### config.mk
export PLATFORM = sky130hd
export DESIGN_NAME = pipe_stage_skid
export DESIGN_NICKNAME = d
export VERILOG_FILES = /design/src/rtl/pipe_pkg.sv /design/src/rtl/pipe_stage_skid_sat_counter.sv /design/src/rtl/pipe_stage_skid.sv
export SDC_FILE = /design/constraint.sdc
export NUM_CORES = 1
export LEC_CHECK = 0
export BUFFER_PORTS_ARGS = -buffer_cell sky130_fd_sc_hd__buf_2
export CAP_MARGIN = 5
export CORE_MARGIN = 8
export CORE_UTILIZATION = 40
export CTS_CLUSTER_SIZE = 10
export DETAILED_ROUTE_END_ITERATION = 16
export GPL_TIMING_DRIVEN = 1
export SLEW_MARGIN = 20
export SYNTH_ARGS = -nofsm -noshare
export SYNTH_HDL_FRONTEND = slang
export SYNTH_SLANG_ARGS = --single-unit
### constraint.sdc
create_clock -name clk -period 1.5 [get_ports clk]
set_input_delay 0.3 -clock clk [delete_from_list [all_inputs] [get_ports clk]]
set_output_delay 0.3 -clock clk [all_outputs]
set_load 0.05 [all_outputs]
### src/rtl/pipe_pkg.sv
// Shared definitions for pipeline-stage registers: control-bundle layout and
// skid-buffer occupancy state encodings.
package pipe_pkg;

    // Default width of the control bundle.
    localparam int CTRL_W_DEF = 6;

    // Bit positions inside the control bundle.
    localparam int CTRL_BRANCH  = 0;
    localparam int CTRL_JUMP    = 1;
    localparam int CTRL_MEMRD   = 2;
    localparam int CTRL_MEMWR   = 3;
    localparam int CTRL_REGWR   = 4;
    localparam int CTRL_MEM2REG = 5;

    // Occupancy of the stage: nothing held, main entry only, main plus skid.
    typedef enum logic [1:0] {
        ST_EMPTY = 2'd0,
        ST_ONE   = 2'd1,
        ST_FULL  = 2'd2
    } stage_state_e;

    // The stage can take a new word in every state except FULL.
    function automatic logic can_accept(input stage_state_e st);
        return (st != ST_FULL);
    endfunction

endpackage

### src/rtl/pipe_stage_skid_sat_counter.sv
// Saturating event counter with synchronous active-low reset. Stops at the
// all-ones value instead of wrapping so long stalls never read as short ones.
module sat_counter #(
    parameter int CNT_W = 16
) (
    input  logic             clk,
    input  logic             rst,
    input  logic             inc,
    output logic [CNT_W-1:0] count
);

    logic [CNT_W-1:0] count_r;

    // Count qualifying cycles, holding at the maximum value.
    always_ff @(posedge clk) begin
        if (!rst) begin
            count_r <= {CNT_W{1'b0}};
        end else if (inc && (count_r != {CNT_W{1'b1}})) begin
            count_r <= count_r + CNT_W'(1);
        end else begin
            count_r <= count_r;
        end
    end

    assign count = count_r;

endmodule

### src/rtl/pipe_stage_skid.sv
// Generic pipeline-stage register with valid/ready handshake and a 2-entry
// skid buffer. up_ready is registered so the upstream stage never sees a
// combinational path from dn_ready; the skid entry absorbs the one word that
// can arrive in the cycle the stage fills up. ctrl_out is forced to zero by
// loading zero into the main control register whenever the stage empties.
module pipe_stage_skid
    import pipe_pkg::*;
#(
    parameter int CTRL_W = CTRL_W_DEF,
    parameter int DATA_W = 69,
    parameter int CNT_W  = 16
) (
    input  logic              clk,
    input  logic              rst,
    input  logic              flush,
    input  logic              up_valid,
    output logic              up_ready,
    input  logic [CTRL_W-1:0] ctrl_in,
    input  logic [DATA_W-1:0] data_in,
    output logic              dn_valid,
    input  logic              dn_ready,
    output logic [CTRL_W-1:0] ctrl_out,
    output logic [DATA_W-1:0] data_out,
    output logic [CNT_W-1:0]  stall_cnt
);

    stage_state_e      state_r;
    stage_state_e      state_nxt_s;
    logic [CTRL_W-1:0] main_ctrl_r;
    logic [CTRL_W-1:0] main_ctrl_nxt_s;
    logic [DATA_W-1:0] main_data_r;
    logic [DATA_W-1:0] main_data_nxt_s;
    logic [CTRL_W-1:0] skid_ctrl_r;
    logic [CTRL_W-1:0] skid_ctrl_nxt_s;
    logic [DATA_W-1:0] skid_data_r;
    logic [DATA_W-1:0] skid_data_nxt_s;
    logic              up_ready_r;
    logic              dn_valid_r;
    logic              accept_s;
    logic              release_s;
    logic              stall_s;

    assign accept_s  = up_valid & up_ready_r;
    assign release_s = dn_valid_r & dn_ready;
    assign stall_s   = dn_valid_r & ~dn_ready;

    // Next occupancy and entry contents from the handshake; flush wins over both.
    always_comb begin
        state_nxt_s     = state_r;
        main_ctrl_nxt_s = main_ctrl_r;
        main_data_nxt_s = main_data_r;
        skid_ctrl_nxt_s = skid_ctrl_r;
        skid_data_nxt_s = skid_data_r;
        if (flush) begin
            // Drop everything; data_out keeps its last value.
            state_nxt_s     = ST_EMPTY;
            main_ctrl_nxt_s = {CTRL_W{1'b0}};
        end else begin
            case (state_r)
                ST_EMPTY: begin
                    if (accept_s) begin
                        state_nxt_s     = ST_ONE;
                        main_ctrl_nxt_s = ctrl_in;
                        main_data_nxt_s = data_in;
                    end else begin
                        state_nxt_s = ST_EMPTY;
                    end
                end
                ST_ONE: begin
                    if (accept_s && release_s) begin
                        state_nxt_s     = ST_ONE;
                        main_ctrl_nxt_s = ctrl_in;
                        main_data_nxt_s = data_in;
                    end else if (accept_s) begin
                        state_nxt_s     = ST_FULL;
                        skid_ctrl_nxt_s = ctrl_in;
                        skid_data_nxt_s = data_in;
                    end else if (release_s) begin
                        state_nxt_s     = ST_EMPTY;
                        main_ctrl_nxt_s = {CTRL_W{1'b0}};
                    end else begin
                        state_nxt_s = ST_ONE;
                    end
                end
                ST_FULL: begin
                    if (release_s) begin
                        state_nxt_s     = ST_ONE;
                        main_ctrl_nxt_s = skid_ctrl_r;
                        main_data_nxt_s = skid_data_r;
                    end else begin
                        state_nxt_s = ST_FULL;
                    end
                end
                default: begin
                    state_nxt_s     = ST_EMPTY;
                    main_ctrl_nxt_s = {CTRL_W{1'b0}};
                end
            endcase
        end
    end

    // State, entry registers and registered handshake outputs.
    always_ff @(posedge clk) begin
        if (!rst) begin
            state_r     <= ST_EMPTY;
            main_ctrl_r <= {CTRL_W{1'b0}};
            main_data_r <= {DATA_W{1'b0}};
            skid_ctrl_r <= {CTRL_W{1'b0}};
            skid_data_r <= {DATA_W{1'b0}};
            up_ready_r  <= 1'b0;
            dn_valid_r  <= 1'b0;
        end else begin
            state_r     <= state_nxt_s;
            main_ctrl_r <= main_ctrl_nxt_s;
            main_data_r <= main_data_nxt_s;
            skid_ctrl_r <= skid_ctrl_nxt_s;
            skid_data_r <= skid_data_nxt_s;
            up_ready_r  <= can_accept(state_nxt_s);
            dn_valid_r  <= (state_nxt_s != ST_EMPTY);
        end
    end

    sat_counter #(
        .CNT_W (CNT_W)
    ) u_stall_cnt (
        .clk   (clk),
        .rst   (rst),
        .inc   (stall_s),
        .count (stall_cnt)
    );

    assign up_ready = up_ready_r;
    assign dn_valid = dn_valid_r;
    assign ctrl_out = main_ctrl_r;
    assign data_out = main_data_r;

endmodule

# After elaboration in Yosys (flattened, before gate mapping)
# Cells that the tools add are included.
[totals]
inputBits = 80
out_inout_bits = 93
register_bits = 170
word_cells = 51
[op_classes]
addsub = 1
n_reduce_logical = 9
mux = 17
eq_ne = 9
n_bitwise = 7
[op_table]
columns = ["cell", "n"]
rows = [
  ["2-to-1 mux 69 bit", 3],
  ["one-hot mux 69 bit (3 select lines)", 1],
  ["2-to-1 mux 6 bit", 5],
  ["one-hot mux 6 bit (3 select lines)", 1],
  ["adder 16 x 1 -> 16 bit (second input constant)", 1],
  ["inequality test 16 bit (second input constant)", 1],
  ["2-to-1 mux 2 bit", 4],
  ["inequality test 2 bit (second input constant)", 4],
  ["AND reduction 4 bit", 2],
  ["inequality test 3 bit (second input constant)", 2],
  ["one-hot mux 2 bit (3 select lines)", 1],
  ["AND reduction 5 bit", 1],
  ["inverter 1 bit", 4],
  ["bitwise AND 1 bit", 3],
  ["nonzero test 3 bit", 1],
  ["== test 2 x 1 -> 1 bit (second input constant)", 1],
  ["== test 2 bit (second input constant)", 1],
  ["logical AND 1 bit", 2],
  ["zero test 2 bit", 1],
  ["2-to-1 mux 1 bit", 2],
  ["nonzero test 2 bit", 1],
  ["OR reduction 2 bit", 1],
]

# Depth between registers and ports, before layout
# Gate-level depths: netlist of run 1.
[logic_depth]
word_depth = 7
mapped_depth = 7
ltp_nobuf = 5

# Hierarchy
# Synthesis of run 1 repeated with hierarchy kept, for this count alone.
[unflattened]
cells_unflattened = 786
area_unflattened_um2 = 7404.6
[modules_own_cells]
columns = ["module", "n_inst", "cells_each", "seq_area_each_um2", "area_per_inst_um2"]
rows = [
  ["pipe_stage_skid", 1, 689, 3083.0, 6567.5],
  ["sat_counter", 1, 97, 320.3, 837.1],
]

# Worst setup path after synthesis of run 1
# OpenSTA, ideal clock, no wires.
[synth_timing]
path_kind = "register to register"
start = "register u_stall_cnt.count_r[0], in the netlist u_stall_cnt.count[0]"
end = "register u_stall_cnt.count_r[2], in the netlist u_stall_cnt.count[2]"
period_less_slack_ps = 2034
setup_time_ps = 88
required_time_ps = 1412
t_arrival_ps = 1946
stages_incl_launch_ff = 6
path_buffers = 0
slack_ps = -534
cell_sequence = "dfxtp_1 ha_1 nand3_1 nor4b_4 nor2b_2 a311oi_2"
[synth_via]
elab_chain_len = 2
word_cells_on_any_way = 3
classes_between = "1 x add/sub; 1 x eq/ne; 1 x reduce/logical"
[synth_rtl]
columns = ["element", "line_no", "text"]
rows = [
  ["start, declared", "pipe_stage_skid_sat_counter.sv:12", "logic [CNT_W-1:0] count_r;"],
  ["start signal, assigned", "pipe_stage_skid_sat_counter.sv:17", "count_r <= {CNT_W{1'b0}};"],
  ["start signal, assigned", "pipe_stage_skid_sat_counter.sv:19", "count_r <= count_r + CNT_W'(1);"],
  ["start signal, assigned", "pipe_stage_skid_sat_counter.sv:21", "count_r <= count_r;"],
  ["parallel branches: the longest is 2 deep, another holds adder 16 x 1 -> 16 bit", "-", ""],
]
# Several ways; the timed one is not identified.
# A chain may end at the register's enable or synchronous reset.

# Final worst setup path of run 1
[layout_timing]
start = "register state_r[1]"
end = "register skid_data_r[60]"
[layout_via]
elab_chain_len = 2
[layout_rtl]
columns = ["element", "line_no", "text"]
rows = [
  ["start, declared", "pipe_stage_skid.sv:27", "stage_state_e state_r;"],
  ["start signal, assigned", "pipe_stage_skid.sv:113", "state_r <= state_nxt_s;"],
  ["== test 2 x 1 -> 1 bit", "pipe_stage_skid.sv:59", "case (state_r)"],
  ["AND reduction 4 bit (no line)", "-", ""],
  ["end signal, assigned", "pipe_stage_skid.sv:109", "skid_data_r <= {DATA_W{1'b0}};"],
  ["end signal, assigned", "pipe_stage_skid.sv:117", "skid_data_r <= skid_data_nxt_s;"],
  ["end, declared", "pipe_stage_skid.sv:35", "logic [DATA_W-1:0] skid_data_r;"],
]
# Every way passes these cells.

==> qor.csv, run 1 <==
stage,metric,value,unit
sta,Worst Max-Slew Pin Slew,0.542,ns
cts,CTS Buffer Depth,2,
critical_path,Crit path required time,1.85,ns
final_layout,share of post-route cells with drive strength above 1,0.310,
sta,Worst slew margin,0.639,
critical_path,CP Max Fanout,7,
critical_path,CP Buf/Inv Count,2,
pwr,peak supply drop,795,uV
critical_path,CP Launch Type,register,
critical_path,crit path kind,reg2reg,
synth,top post-synthesis cells by area,"dfxtp_1 46%, nand2_1 12%, mux2i_1 9.7%, o211ai_1 7.1%, nand2b_1 6.2%",
cts,CTS tree,built,
route,vias per inst,5.09,
synth,sequential element share of the synthesized area,0.464,
critical_path,Crit path largest cell delay,0.34,ns
placed_design,hpwl dp,13.7,mm
synth,YS warnings,0,
pwr,Sw Share,0.248,
critical_path,worst path arrival time,1.88,ns
sta,clk_skew,0.00923,ns
cts,hold_buf cts,0,
cts,htree depth,4,
global_route,gr ovfl total,0,
placed_design,Placer Congestion,0.815,
final_layout,nets@finish,1110,
critical_path,Critical Path Sink Type,register,
cts,CTS buffer count,17,
sta,Fin Hold WS,0.116,ns
synth,"EDFF count, synth",0,
sta,final setup TNS,-0.193,ns
pwr,Leakage,4.08,nW
cts,clock sink count,170,
synth,Mapped Cells,852,
route,drt wl/cell,15.7,um
floorplan,die area,22900,um^2
placed_design,dpl cells,1236,
synth,post-synthesis register bit count,170,
global_route,pin count of the biggest net entering global routing,73,
final_layout,Util after Layout,0.545,
global_route,vias in the first global route,6079,
sta,worst setup margin,-0.0267,ns
global_route,first-pass GRT wire length,31.5,mm
floorplan,chip width,151,um
cts,Worst-Skew Late Latency,0.42,ns
cts,clock root buffer,clkbuf_16,
synth,post-synthesis cell area,7340,um^2
min_path,hold crit path type,in2reg,
route,drt pass-1 iters,5,
floorplan,# rows,49,
synth,Yosys top cell area share,0.464,
pwr,Logic pwr share,0.096,
final_layout,Post-Layout Cell Count,1271,
global_route,GR Util All Layers,0.171,
sta,RSZ-0062 raised after global routing,yes,
floorplan,# IOs,173,
cts,"Reg clk slew, reported paths",0.07,ns
pwr,power share of the clock group,0.453,
sta,pins over their slew limit,0,
synth,async set-or-reset flop fraction in the synthesized netlist,0,
final_layout,Antenna Cells,0,
pwr,PwrDens,1040,nW/um^2
sta,endpoints failing setup,13,
route,via count,6475,
sta,Tcrit/Tclk final,1.02,
synth,leading area contributor after synthesis,dfxtp_1,
floorplan,Initial Util,0.408,
synth,Syn Nets,933,
job,Max Cap Violations,0,
sta,fmax,655,MHz
sta,Final min period,1.53,ns
route,Final ANT Viol Nets,0,
final_layout,filler instances,1661,
run_status,status,"finished, violations left",
synth,Synth cell types,45,
critical_path,CP top delay family,simple AND/OR/NAND/NOR gates,
pwr,total net switching power,2.54,mW
sta,final hold violations,0,
floorplan,CORE AREA,18000,um^2
final_layout,Layout area overhead,33.5,%
pwr,Sequential Power Share,0.452,
route,initial drt markers,312,
route,drt total wl,19.9,mm
floorplan,die height,151,um
run_status,failing checks,negative setup slack,
critical_path,crit-path cells,nand3b_1 -> nor4b_4 -> buf_6 -> clkbuf_16 -> nand2_1 -> a21oi_1,
route,DRC Markers,0,
placed_design,I/O Buffers,172,
synth,Synth Flop Type,dfxtp_1,
critical_path,CP max-delay cell,nor4b_4,
pwr,Int Pwr,7.69,mW
global_route,initial antenna violation count,0,
placed_design,dpl ws,-0.0436,ns
synth,syn avg cell area,8.61,um^2
==> final timing paths <==
check                              startpoint                            to  slack (ns)  cells after the start
setup / recovery        state_r[1]$_SDFF_PN0_  skid_data_r[60]$_SDFFE_PN0P_       -0.03                      6
hold / removal                    data_in[62]  skid_data_r[62]$_SDFFE_PN0P_        0.12                      3
setup reg to reg        state_r[1]$_SDFF_PN0_  skid_data_r[60]$_SDFFE_PN0P_       -0.03                      6
hold reg to reg   skid_data_r[7]$_SDFFE_PN0P_   skid_data_r[7]$_SDFFE_PN0P_        0.45                      2
==> area by class of cell <==
| type | instances | area [um^2] | area share |
|---|---|---|---|
| Multi-Input combinational cell | 611 | 3820 | 0.390 |
| Sequential cell | 170 | 3470 | 0.354 |
| Timing Repair Buffer | 226 | 1580 | 0.161 |
| Clock buffer | 21 | 470 | 0.0480 |
| Tap cell | 229 | 287 | 0.0293 |
| Clock inverter | 11 | 156 | 0.0160 |
| Inverter | 3 | 11.3 | 0.00115 |
==> routing by layer <==
metal  share of wire  track usage  up-vias
li1                -            -     3310
met1            0.46        0.225     3018
met2            0.48        0.274      131
met3           0.051       0.0373       16
met4           0.011       0.0534        0
met5               0            0        -
==> synth_stat cells, types with 6 or more instances <==
master	n
o211ai_1	69
buf_4	8
or3_1	6
clkbuf_1	37
a222oi_1	6
nand3_1	9
a21oi_1	90
buf_2	18
nand2b_1	73
nand2_1	229
nor2_1	8
dfxtp_1	170
mux2i_1	71
==> cells in the final DEF, fill, tap and decap left out, types with 2 or more instances in the layout <==
| cell type | instances |
|---|---|
| nor2_1 | 8 |
| a21oi_1 | 77 |
| inv_1 | 2 |
| a21oi_2 | 13 |
| nand2_1 | 220 |
| buf_6 | 6 |
| dfxtp_2 | 3 |
| or3_1 | 6 |
| nand2_4 | 3 |
| o31ai_1 | 5 |
| clkinv_4 | 3 |
| nor4b_4 | 2 |
| o211ai_1 | 69 |
| mux2i_1 | 71 |
| dfxtp_1 | 151 |
| or4_1 | 4 |
| inv_6 | 3 |
| nand4_1 | 3 |
| nand3_4 | 3 |
| nand2_2 | 6 |
| dfxtp_4 | 16 |
| and4_4 | 3 |
| clkbuf_16 | 20 |
| buf_2 | 169 |
| and2_1 | 2 |
| bufinv_16 | 3 |
| a21o_1 | 2 |
| buf_12 | 18 |
| nand3_1 | 5 |
| o21ai_0 | 4 |
| buf_4 | 28 |
| nor2b_4 | 3 |
| a222oi_1 | 6 |
| nand2b_1 | 73 |
| clkbuf_8 | 3 |
==> power by group through the flow <==
stage	sequential, mW	clock (mW)	combinational, mW
after floorplan	4.98	0	0.351
after global routing	4.63	4.94	1.05
after detailed placement	4.73	0	0.968
final	4.62	4.63	0.978
after global placement	4.73	0	0.967
after CTS	4.63	4.75	0.970
==> cell families after synthesis <==
group                      count (synthesis)  share of synthesized area
adders and majority gates                  1                    0.00171
buffers and inverters                     71                     0.0471
and+or+nand+nor                          352                      0.226
AOI/OAI and AO/OA                        187                      0.164
DFF                                      170                      0.464
muxes                                     71                     0.0969
==> flip-flops by register name, indices dropped and copies added, names as in the netlist <==
register / cells
ctrl_out: 6
data_out: 69
dn_valid: 1
skid_ctrl_r: 6
skid_data_r: 69
state_r: 2
u_stall_cnt.count: 16
up_ready: 1
==> timing repair <==
action / CTS / global route
gates cloned: 0 / 4
resized for setup: 3 / 55
buffers inserted: 0 / 0
pin swaps: 2 / 14
endpoints found under the setup margin: 21 / 160
==> metrics by stage <==
step	power [mW]	cell area [um^2]
floorplan	5.34	7440
global placement	5.69	8880
detailed placement	5.70	8880
CTS	10.3	9520
global route	10.6	9790
finish	10.2	9790
==> worst min-delay path, stage by stage <==
cell and delay [ns]:
buf_2 0.11, nand2_2 0.05, a21oi_2 0.04
Power figures use the tool's default switching activity.
==> run 2, diff against run 1 <==
SYNTH_HIERARCHICAL = 1   (was not set)
TNS_END_PERCENT = 100   (was not set)
==> run 2 against run 1 <==
Against the previous run:
- the flow still finishes with violations (negative setup slack)
- critical path depth rose by 1
- via count grew 4.6%
- sequential share of layout area shrank 5.0 points
- largest cell class unchanged
==> qor.csv, run 2 <==
stage,metric,value,unit,change
critical_path,crit path kind,reg2reg,,unchanged
cts,clock sink count,170,,unchanged
critical_path,CP Depth,7,,was 6
route,DRC Markers,0,,unchanged
pwr,Leakage,5.26,nW,was 4.08 nW
placed_design,hpwl dp,14.2,mm,was 13.7 mm
global_route,gr ovfl total,0,,unchanged
final_layout,Util after Layout,0.632,,was 0.545
sta,clk_skew,0.00603,ns,was 0.00923 ns
cts,htree depth,4,,unchanged
route,Final ANT Viol Nets,0,,unchanged
global_route,pin count of the biggest net entering global routing,68,,was 73
synth,sequential element share of the synthesized area,0.460,,was 0.464
synth,"EDFF count, synth",0,,unchanged
critical_path,"setup slack, reg-to-reg",-0.21,ns,was -0.03 ns
critical_path,Critical Path Sink Type,register,,unchanged
critical_path,CP Launch Type,register,,unchanged
sta,fmax,586,MHz,was 655 MHz
route,via count,6773,,"was 6,475"
synth,Synth Flop Type,dfxtp_1,,unchanged
route,drt total wl,24.3,mm,was 19.9 mm
floorplan,die area,23100,um^2,"was 22,900 um^2"
cts,CTS buffer count,17,,unchanged
final_layout,"commonest non-fill, non-tap cell in the layout",buf_2,,was nand2_1
floorplan,Initial Util,0.409,,was 0.408
global_route,GR Util All Layers,0.186,,was 0.171
synth,Mapped Cells,786,,was 852
critical_path,worst path arrival time,2.02,ns,was 1.88 ns
sta,RSZ-0062 raised after global routing,yes,,unchanged
min_path,hold crit path type,in2reg,,unchanged
pwr,peak supply drop,801,uV,was 795 uV
placed_design,I/O Buffers,172,,unchanged
sta,Worst slew margin,0.626,,was 0.639
route,drt pass-1 iters,5,,unchanged
sta,pins over their slew limit,0,,unchanged
synth,Post-synth top cells,"195 x nand2_1, 170 x dfxtp_1, 68 x a21boi_0",,"was 229 x nand2_1, 170 x dfxtp_1, 90 x a21oi_1"
critical_path,r2r startpoint,state_r[1]$_SDFF_PN0_,,unchanged
global_route,first-pass GRT wire length,35.2,mm,was 31.5 mm
synth,YS warnings,6,,was 0
floorplan,die height,152,um,was 151 um
route,initial drt markers,378,,was 312
final_layout,Layout area overhead,54.3,%,was 33.5%
synth,post-synthesis register bit count,170,,unchanged
pwr,PwrDens,937,nW/um^2,was 1040 nW/um^2
synth,leading area contributor after synthesis,dfxtp_1,,unchanged
synth,Synth cell types,54,,was 45
run_status,failing checks,negative setup slack,,unchanged
min_path,Min-Delay Path Depth,3,,unchanged
sta,Worst Max-Slew Pin Slew,0.560,ns,was 0.542 ns
critical_path,CP Buf/Inv Count,3,,was 2
global_route,vias in the first global route,6604,,"was 6,079"
critical_path,CP Max Fanout,5,,was 7
cts,CTS Buffer Depth,2,,unchanged
critical_path,Crit path required time,1.81,ns,was 1.85 ns
route,drt wl/cell,19.2,um,was 15.7 um
critical_path,CP top delay family,buffers and inverters,,was simple AND/OR/NAND/NOR gates
critical_path,CP Launch Point,state_r[1]$_SDFF_PN0_,,unchanged
cts,CTS tree,built,,unchanged
critical_path,Crit path largest cell delay,0.37,ns,was 0.34 ns
sta,Tcrit/Tclk final,1.14,,was 1.02
run_status,status,"finished, violations left",,unchanged
synth,post-synthesis cell area,7400,um^2,was 7340 um^2
placed_design,Placer Congestion,0.782,,was 0.815
placed_design,dpl cells,1193,,"was 1,236"
sta,endpoints failing setup,144,,was 13
floorplan,# IOs,173,,unchanged
critical_path,crit-path cells,and3b_2 -> a211oi_4 -> buf_6 -> nor2_4 -> buf_12 -> clkbuf_16 -> o221a_4,,was nand3b_1 -> nor4b_4 -> buf_6 -> clkbuf_16 -> nand2_1 -> a21oi_1
cts,clock root buffer,clkbuf_16,,unchanged
sta,final hold violations,0,,unchanged
route,vias per inst,5.34,,was 5.09
sta,Final min period,1.71,ns,was 1.53 ns
floorplan,chip width,152,um,was 151 um
final_layout,Post-Layout Cell Count,1268,,"was 1,271"
global_route,initial antenna violation count,3,,was 0
final_layout,share of post-route cells with drive strength above 1,0.478,,was 0.310
final_layout,Antenna Cells,0,,unchanged
synth,top post-synthesis cells by area,"dfxtp_1 46%, nand2_1 9.9%, a21boi_0 6.9%, mux2_2 5.6%, mux2i_1 4.9%",,"was dfxtp_1 46%, nand2_1 12%, mux2i_1 9.7%, o211ai_1 7.1%, nand2b_1 6.2%"
floorplan,CORE AREA,18100,um^2,"was 18,000 um^2"
critical_path,capturing point of the worst reg2reg path,data_out[1]$_SDFFE_PN0P_,,was skid_data_r[60]$_SDFFE_PN0P_
final_layout,nets@finish,1107,,"was 1,110"
critical_path,CP max-delay cell,dfxtp_2,,was nor4b_4
synth,syn avg cell area,9.42,um^2,was 8.61 um^2
synth,Syn Nets,867,,was 933
job,Max Cap Violations,0,,unchanged
critical_path,Setup crit end,data_out[1]$_SDFFE_PN0P_,,was skid_data_r[60]$_SDFFE_PN0P_
sta,worst setup margin,-0.208,ns,was -0.0267 ns
floorplan,# rows,49,,unchanged
final_layout,"leading cell types in the layout, fill and taps excluded","167 x buf_2, 158 x nand2_1, 150 x dfxtp_1",,"was 220 x nand2_1, 169 x buf_2, 151 x dfxtp_1"
synth,async set-or-reset flop fraction in the synthesized netlist,0,,unchanged
synth,"count leader, synth",nand2_1,,unchanged
synth,Yosys top cell area share,0.460,,was 0.464
critical_path,Worst R2R Path Depth,7,,was 6
cts,"Reg clk slew, reported paths",0.07,ns,about the same
cts,Worst-Skew Late Latency,0.42,ns,about the same
-- run 2: cell count changes after synthesis, sizes merged, moves of 32 or more --
cell,change
o211ai,-68
a21oi,-81
nand2b,-69
o221a,+32
o21a,+37
mux2,+37
a21boi,+76
mux2i,-35
nand2,-34
o31a,+37
-- run 2: routing by layer --
layer,wire [um],track usage
met1,11100,0.236
met5,35,0
met3,1300,0.0559
met2,11600,0.301
met4,295,0.0476
-- run 2: worst min-delay path by stage --
stage | to | start
2_1_floorplan | u_stall_cnt/count[10]$_SDFFE_PN0P_ | rst
3_3_place_gp | skid_data_r[62]$_SDFFE_PN0P_ | skid_data_r[62]$_SDFFE_PN0P_
3_5_place_dp | data_out[51]$_SDFFE_PN0P_ | data_out[51]$_SDFFE_PN0P_
4_1_cts | skid_data_r[62]$_SDFFE_PN0P_ | data_in[62]
5_1_grt | skid_data_r[13]$_SDFFE_PN0P_ | data_in[13]
6_report | skid_data_r[62]$_SDFFE_PN0P_ | data_in[62]
-- run 2: logic make-up after synthesis --
| kind of cell | Yosys count | share of synthesized area |
|---|---|---|
| adders and majority gates | 1 | 0.00169 |
| buffers and inverters | 70 | 0.0390 |
| and+or+nand+nor | 253 | 0.149 |
| AOI/OAI and AO/OA | 217 | 0.243 |
| xor gates and xnor gates | 2 | 0.00237 |
| DFF | 170 | 0.460 |
| muxes | 73 | 0.105 |
-- run 2: final cells by class --
class / instances / area, um^2
Timing Repair Buffer: 284 / 2460
Tap cell: 229 / 287
Clock inverter: 10 / 118
Sequential cell: 170 / 3470
Fill cell: 1544 / 6660
Clock buffer: 22 / 474
Inverter: 5 / 18.8
Multi-Input combinational cell: 548 / 4590
-- run 2: where the power goes --
part	total, mW	switching, mW	leakage, nW	internal [mW]
combinational	1.57	0.935	3.58	0.639
sequential	4.68	0.0762	1.39	4.61
clock	4.45	1.86	0.290	2.59
total	10.7	2.87	5.26	7.84
-- run 2: worst min-delay path: cells and delay by family --
kind / cells / cell delay (ns)
AOI/OAI and AO/OA: 1 / 0.05
buffers and inverters: 1 / 0.10
and+or+nand+nor: 1 / 0.05
-- run 2: timing repair --
action / CTS / global route
pin swaps: 9 / 81
endpoints found under the setup margin: 154 / 168
setup buffers: 8 / 13
resized for setup: 88 / 184
gates cloned: 8 / 16
hold buffers: 0 / 0
-- run 2: stage by stage --
stage          setup WS, ns  power (mW)  hold slack, ns  TNS [ns]  instance area (um^2)
2_1_floorplan        -0.149        5.63           0.423     -8.33                  7650
3_3_place_gp         -0.200        6.08           0.442    -19.71                  9250
3_5_place_dp         -0.218        6.08           0.448    -21.52                  9250
4_1_cts              -0.148        10.6           0.106    -11.75                 10300
5_1_grt              -0.268        11.1           0.114    -25.01                 11400
6_report             -0.208        10.7           0.123    -15.42                 11400
